`config.mk`:
```
export PLATFORM = sky130hd
export DESIGN_NAME = rtc_bus_scheduler
export DESIGN_NICKNAME = d
export VERILOG_FILES = /design/src/rtl/rtc_bus_scheduler.sv
export SDC_FILE = /design/constraint.sdc
export NUM_CORES = 1
export LEC_CHECK = 0
export ABC_AREA = 1
export CORE_ASPECT_RATIO = 0.6
export CORE_MARGIN = 5
export CORE_UTILIZATION = 45
export CTS_BUF_LIST = sky130_fd_sc_hd__clkbuf_4
export CTS_CLUSTER_DIAMETER = 150
export DETAILED_ROUTE_END_ITERATION = 8
export GPL_ROUTABILITY_DRIVEN = 0
export PLACE_DENSITY_LB_ADDON = 0.2
export SLEW_MARGIN = 30
export SYNTH_ARGS = -nofsm -noshare
export SYNTH_HDL_FRONTEND = slang
export SYNTH_SLANG_ARGS = --single-unit
```
`constraint.sdc`:
```
create_clock -name clk -period 3.6 [get_ports clk]
set_clock_uncertainty 0.05 [all_clocks]
set_input_delay 1.08 -clock clk [delete_from_list [all_inputs] [get_ports clk]]
set_output_delay 1.08 -clock clk [all_outputs]
set_load 0.01 [all_outputs]
```
`src/rtl/rtc_bus_scheduler.sv`:
```
// rtc_bus_scheduler
//   Arbitrates the shared RTC bus transaction engine between the init, user-write
//   and periodic-read requester FSMs. Exactly one requester is granted at a time,
//   with a fixed priority of init > write > read and an idle gap after every grant.
//   An init sequence is forced after reset. Periodic read requests are generated
//   internally.
//
// Ports
//   clk          system clock
//   reset        asynchronous, active-high reset
//   init_req     level request to re-run initialization (rising edge is used)
//   wr_req       level request for a user write sequence (rising edge is used)
//   rd_en        enables periodic reads
//   done_init    one-cycle pulse from the init FSM when it has finished
//   done_wr      one-cycle pulse from the write FSM when it has finished
//   done_rd      one-cycle pulse from the read FSM when it has finished
//   gnt_init     init FSM owns the bus
//   gnt_wr       write FSM owns the bus
//   gnt_rd       read FSM owns the bus
//   mux_sel      bus mux select: 00 none, 01 init, 10 write, 11 read
//   busy         high in any grant or gap state
//   init_ok      at least one initialization completed without timeout
//   timeout_err  sticky; a grant was force-released by the watchdog
module rtc_bus_scheduler #(
    parameter int unsigned READ_PERIOD = 1000000,
    parameter int unsigned TIMEOUT     = 1023,
    parameter int unsigned GAP         = 4
) (
    input  logic       clk,
    input  logic       reset,
    input  logic       init_req,
    input  logic       wr_req,
    input  logic       rd_en,
    input  logic       done_init,
    input  logic       done_wr,
    input  logic       done_rd,
    output logic       gnt_init,
    output logic       gnt_wr,
    output logic       gnt_rd,
    output logic [1:0] mux_sel,
    output logic       busy,
    output logic       init_ok,
    output logic       timeout_err
);

    localparam int unsigned WD_W = (TIMEOUT > 0) ? $clog2(TIMEOUT + 1) : 1;
    localparam int unsigned PC_W = (READ_PERIOD > 1) ? $clog2(READ_PERIOD) : 1;
    localparam int unsigned GC_W = (GAP > 1) ? $clog2(GAP) : 1;

    localparam logic [WD_W-1:0] WD_LAST  = WD_W'(TIMEOUT - 1);
    localparam logic [PC_W-1:0] PC_LAST  = PC_W'(READ_PERIOD - 1);
    localparam logic [GC_W-1:0] GAP_LAST = GC_W'(GAP - 1);

    typedef enum logic [2:0] {
        ST_IDLE,
        ST_GRANT_INIT,
        ST_GRANT_WR,
        ST_GRANT_RD,
        ST_GAP
    } state_t;

    state_t state, state_n;

    logic            run;
    logic            init_s, init_s_d, wr_s, wr_s_d;
    logic            init_pend, wr_pend, rd_pend;
    logic [WD_W-1:0] wdog;
    logic [PC_W-1:0] pcnt;
    logic [GC_W-1:0] gcnt;

    logic            done_cur;
    logic            in_grant;
    logic            wd_fire;
    logic            init_rise, wr_rise, rd_tick;
    logic            take_init, take_wr, take_rd;

    // Request edges are detected on already-sampled copies, so a request seen at
    // one edge raises its pending flag on the following edge.
    assign init_rise = init_s & ~init_s_d;
    assign wr_rise   = wr_s & ~wr_s_d;
    assign rd_tick   = (pcnt == PC_LAST) & rd_en & init_ok;

    assign take_init = (state == ST_IDLE) & (state_n == ST_GRANT_INIT);
    assign take_wr   = (state == ST_IDLE) & (state_n == ST_GRANT_WR);
    assign take_rd   = (state == ST_IDLE) & (state_n == ST_GRANT_RD);

    always_comb begin
        done_cur = 1'b0;
        in_grant = 1'b0;
        case (state)
            ST_GRANT_INIT: begin done_cur = done_init; in_grant = 1'b1; end
            ST_GRANT_WR:   begin done_cur = done_wr;   in_grant = 1'b1; end
            ST_GRANT_RD:   begin done_cur = done_rd;   in_grant = 1'b1; end
            default:       begin done_cur = 1'b0;      in_grant = 1'b0; end
        endcase
        // Release on the edge at which the watchdog would reach TIMEOUT, so a
        // grant is held for at most TIMEOUT cycles.
        wd_fire = in_grant & ~done_cur & (wdog == WD_LAST);
    end

    always_comb begin
        state_n = state;
        case (state)
            ST_IDLE: begin
                // run holds off arbitration for the first cycle after reset release.
                if (run) begin
                    if (init_pend)
                        state_n = ST_GRANT_INIT;
                    else if (wr_pend && init_ok)
                        state_n = ST_GRANT_WR;
                    else if (rd_pend && init_ok)
                        state_n = ST_GRANT_RD;
                end
            end
            ST_GRANT_INIT,
            ST_GRANT_WR,
            ST_GRANT_RD: begin
                if (done_cur || wd_fire)
                    state_n = ST_GAP;
            end
            ST_GAP: begin
                if (gcnt == GAP_LAST)
                    state_n = ST_IDLE;
            end
            default: state_n = ST_IDLE;
        endcase
    end

    always_ff @(posedge clk or posedge reset) begin
        if (reset)
            state <= ST_IDLE;
        else
            state <= state_n;
    end

    always_ff @(posedge clk or posedge reset) begin
        if (reset) begin
            run         <= 1'b0;
            init_s      <= 1'b0;
            init_s_d    <= 1'b0;
            wr_s        <= 1'b0;
            wr_s_d      <= 1'b0;
            init_pend   <= 1'b1;
            wr_pend     <= 1'b0;
            rd_pend     <= 1'b0;
            wdog        <= '0;
            pcnt        <= '0;
            gcnt        <= '0;
            init_ok     <= 1'b0;
            timeout_err <= 1'b0;
        end else begin
            run      <= 1'b1;
            init_s   <= init_req;
            init_s_d <= init_s;
            wr_s     <= wr_req;
            wr_s_d   <= wr_s;

            // A new request on the same edge as the grant that clears it wins.
            init_pend <= init_rise | (init_pend & ~take_init);
            wr_pend   <= wr_rise   | (wr_pend   & ~take_wr);
            rd_pend   <= rd_tick   | (rd_pend   & ~take_rd);

            if (pcnt == PC_LAST)
                pcnt <= '0;
            else
                pcnt <= pcnt + 1'b1;

            if (in_grant)
                wdog <= wdog + 1'b1;
            else
                wdog <= '0;

            if ((state == ST_GAP) && (state_n == ST_GAP))
                gcnt <= gcnt + 1'b1;
            else
                gcnt <= '0;

            if ((state == ST_GRANT_INIT) && done_init)
                init_ok <= 1'b1;
            if (wd_fire)
                timeout_err <= 1'b1;
        end
    end

    // Outputs are registered decodes of the next state, so they change on the
    // same edge as the state itself.
    always_ff @(posedge clk or posedge reset) begin
        if (reset) begin
            gnt_init <= 1'b0;
            gnt_wr   <= 1'b0;
            gnt_rd   <= 1'b0;
            mux_sel  <= 2'b00;
            busy     <= 1'b0;
        end else begin
            gnt_init <= (state_n == ST_GRANT_INIT);
            gnt_wr   <= (state_n == ST_GRANT_WR);
            gnt_rd   <= (state_n == ST_GRANT_RD);
            busy     <= (state_n != ST_IDLE);
            case (state_n)
                ST_GRANT_INIT: mux_sel <= 2'b01;
                ST_GRANT_WR:   mux_sel <= 2'b10;
                ST_GRANT_RD:   mux_sel <= 2'b11;
                default:       mux_sel <= 2'b00;
            endcase
        end
    end

endmodule

```
==> flow_summary.yaml <==
status:
  outcome: "finished clean"
grt:
  grtUsageTotal_pct: 14.32
  grt_pass1_wl_um: 7852
  grt.overflow.total: 0
  grt_max_degree: 28
  first_global_vias: 1668
  antenna_found_initial: 0
logic_synthesis:
  synth_ff_type: "dfrtp_1"
  netlist_area_sq_mm: 0.002362
  synthCells: 273
  synth-seq-cells: 51
  synthXorXnorAreaFrac_pct: 3.337
  synth_cell_types: 28
  avgSynthCellArea_sq_um: 8.653
  synthArstFlopShare_pct: 100.0
  synth_compound_area_share_pct: 5.456
  ys_seq_area_share_pct: 54.08
  synth.most_common_cell: "dfrtp_1"
  synth_top_family_by_area: "simple AND/OR/NAND/NOR gates"
  synth_area_leaders: "dfrtp_1 (53%), inv_1 (7.5%), nand2_1 (7.3%)"
  synth_edf_count: 0
  netlist.area_leader.share_pct: 52.97
  yosysTopAreaCell: "dfrtp_1"
  synthAdderAreaFrac_pct: 2.119
  yosysWarnings: 0
  synth_common_cells: "dfrtp_1 (50), inv_1 (47), nand2_1 (46), nor2_1 (31), nand3_1 (17)"
  yosys.area_share.simple_pct: 26.59
  syn_nets: 285
  synth_mux_area_share_pct: 0
clocking:
  cts_resized: 0
  clkLatencyLatePin_ns: 0.37
  path_clk_slew_ns: 0.14
  postCtsHoldBufs: 0
  cts_inserted_buffers: 5
  cts_max_level: 2
  cts_buffer_depth: 2
  cts_setup_buffers: 0
  clock-root-buffer: "clkbuf_4"
  cts_tree: "yes"
  clkSinkCount: 51
sta:
  setup_viol: 0
  min_period_over_period_pct: 70.08
  hold_violations: 0
  drv_slew: 0
  fmax_mhz: 396.4
  fin_tns_setup_ns: 0
  min_period_ns: 2.523
  worst_pin_slew_ns: 0.5417
  max_slew_margin_pct: 63.83
  grt_setup_unrepaired: "false"
detailed_routing:
  ant_nets: 0
  route.detailed.drc: 0
  via_per_inst: 4.725
  drt_iter0_markers: 109
  routedWlPerCell_um: 11.71
  num_vias: 1720
  totalWireLength_um: 4261
  dr.pass1.iters: 4
layout:
  syn2layout_area_growth_pct: 14.94
  final_area_sq_mm: 0.002715
  antennaDiodeCount: 0
  layout-drive-gt1-share_pct: 11.07
  final_cells: 364
  layout.nets: 309
min_path:
  min_path_cells: 0
  hold_class: "reg -> reg"
  worstHoldStart: "wr_s$_DFF_PP0_"
  whs_endpoint: "wr_s_d$_DFF_PP0_"
setup_path:
  rr_startpoint: "pcnt[0]$_DFF_PP0_"
  crit_fanout: 5
  crit_buf_inv: 1
  arrival_ns: 1.39
  cp.required_ns: 2.47
  crit_chain: "clkdlybuf4s50_1"
  crit_cells: 1
  worst_r2r_endpoint: "pcnt[14]$_DFF_PP0_"
  crit_type: "reg -> out"
  endpoint_kind: "primary output"
  r2r_cells: 10
  r2r_setup_slack_ns: 1.92
  slowest_delay_ns: 0.57
  cp_top_family: "buffers and inverters"
  cp-start-kind: "register"
  slowest_stage: "clkdlybuf4s50_1"
die:
  die_w_um: 103.5
  rows: 20
  dieArea_sq_mm: 0.006846
  core_area_sq_mm: 0.005080
  io_pins: 16
  start_util_pct: 46.50
  die_h_um: 66.12
placement:
  place_area_sq_mm: 0.002610
  dp_cells: 356
  dp_hpwl_um: 3326
  port_buffers: 15
job:
  drv_cap: 0
pwr:
  p_leak_nw: 1.330
  totalPowerFinal_mw: 1.389
  vdd_drop_max_uv: 199.5
  power_density_mw_per_mm2: 511.6
report_power, final:
group          internal (mW)  switching (mW)
Combinational          0.117           0.192
Clock                  0.224           0.176
Sequential             0.641          0.0390
Total                  0.982           0.407
cell type report:
type | instances | area (sq um)
fillers | 476 | 2365
inverters | 52 | 195.2
flip-flops and latches | 51 | 1277
multi-input cells | 170 | 889.6
clock buffers | 6 | 45.04
clock inverters | 2 | 60.06
repair buffers | 17 | 165.2
well taps | 66 | 82.58
cell families (layout without fill, tap and decap cells):
logic type	count (synthesis)	in the layout
other	1	1
flip-flops	51	51
AND/OR/NAND/NOR	132	132
adder cells (fa/ha/maj)	4	4
AO/OA/AOI/OAI	24	24
buffers and inverters	52	77
XOR/XNOR	9	9
sequential cells by signal, indices dropped and copies added, names as in the netlist:
name         flops
rd_pend          1
state            3
busy             1
wdog            10
gcnt             2
gnt_init         1
timeout_err      1
init_s_d         1
wr_s             1
wr_pend          1
wr_s_d           1
init_pend        1
init_s           1
gnt_rd           1
mux_sel          2
pcnt            20
init_ok          1
run              1
gnt_wr           1
worst reg2reg max path, cell delays in order (launching register included):
cell and delay (ns):
dfrtp_1 0.40, ha_1 0.21, nand3_2 0.13, nor2_2 0.13, nand2_2 0.10, nor2_4 0.11, nand2_2 0.09, nor2_4 0.13
nand2_1 0.08, o21ai_1 0.12, nor2_1 0.06
how the worst max path moves through the flow:
stage                              startpoint  slack (ns)           endpoint
final                     init_ok$_DFFE_PP0P_        1.08            init_ok
after global routing      init_ok$_DFFE_PP0P_         1.0            init_ok
after CTS                 init_ok$_DFFE_PP0P_        1.06            init_ok
after detailed placement              done_rd        1.15  wr_pend$_DFF_PP0_
after global placement                done_rd        1.18  wr_pend$_DFF_PP0_
after floorplan                         reset        1.24     busy$_DFF_PP0_
stage by stage:
| step | hold slack [ns] | util [%] | setup WS (ns) |
|---|---|---|---|
| global placement | 0.3272 | 51.38 | 1.178 |
| detailed placement | 0.3296 | 51.38 | 1.153 |
| global route | 0.3792 | 53.45 | 0.9958 |
| finish | 0.3556 | 53.45 | 1.077 |
| CTS | 0.3623 | 53.45 | 1.061 |
| floorplan | 0.3040 | - | 1.242 |
per-layer routing:
layer	track usage, %	part of all wire (%)	vias up
met5	0	0	-
met4	5.237	1.3	0
met3	4.488	4.9	7
met2	19.29	37	33
met1	21.22	57	773
li1	-	-	907
cell usage in the layout (no fill, tap or decap):
cell | synthesis | final
clkdlybuf4s50_1 | 0 | 15
ha_1 | 4 | 4
bufinv_16 | 0 | 2
inv_1 | 47 | 46
nor3_2 | 1 | 1
nand2_1 | 46 | 46
a21oi_1 | 9 | 9
nor2_4 | 2 | 2
nand3b_1 | 2 | 2
nor4_1 | 2 | 2
xnor2_1 | 4 | 4
o21ai_1 | 3 | 3
a211oi_1 | 1 | 1
clkbuf_4 | 0 | 6
and3_1 | 1 | 1
xor2_1 | 5 | 5
nor2_1 | 31 | 31
o21ai_0 | 7 | 7
conb_1 | 1 | 1
inv_2 | 5 | 6
dfstp_2 | 1 | 1
a21boi_0 | 1 | 1
nor2_2 | 7 | 7
nand4_1 | 9 | 9
buf_4 | 0 | 2
a31oi_1 | 3 | 3
nand2_2 | 4 | 4
nor3_1 | 6 | 6
nand3_2 | 2 | 2
nand3_1 | 17 | 17
or2_1 | 2 | 2
dfrtp_1 | 50 | 50
Power figures use the tool's default switching activity.
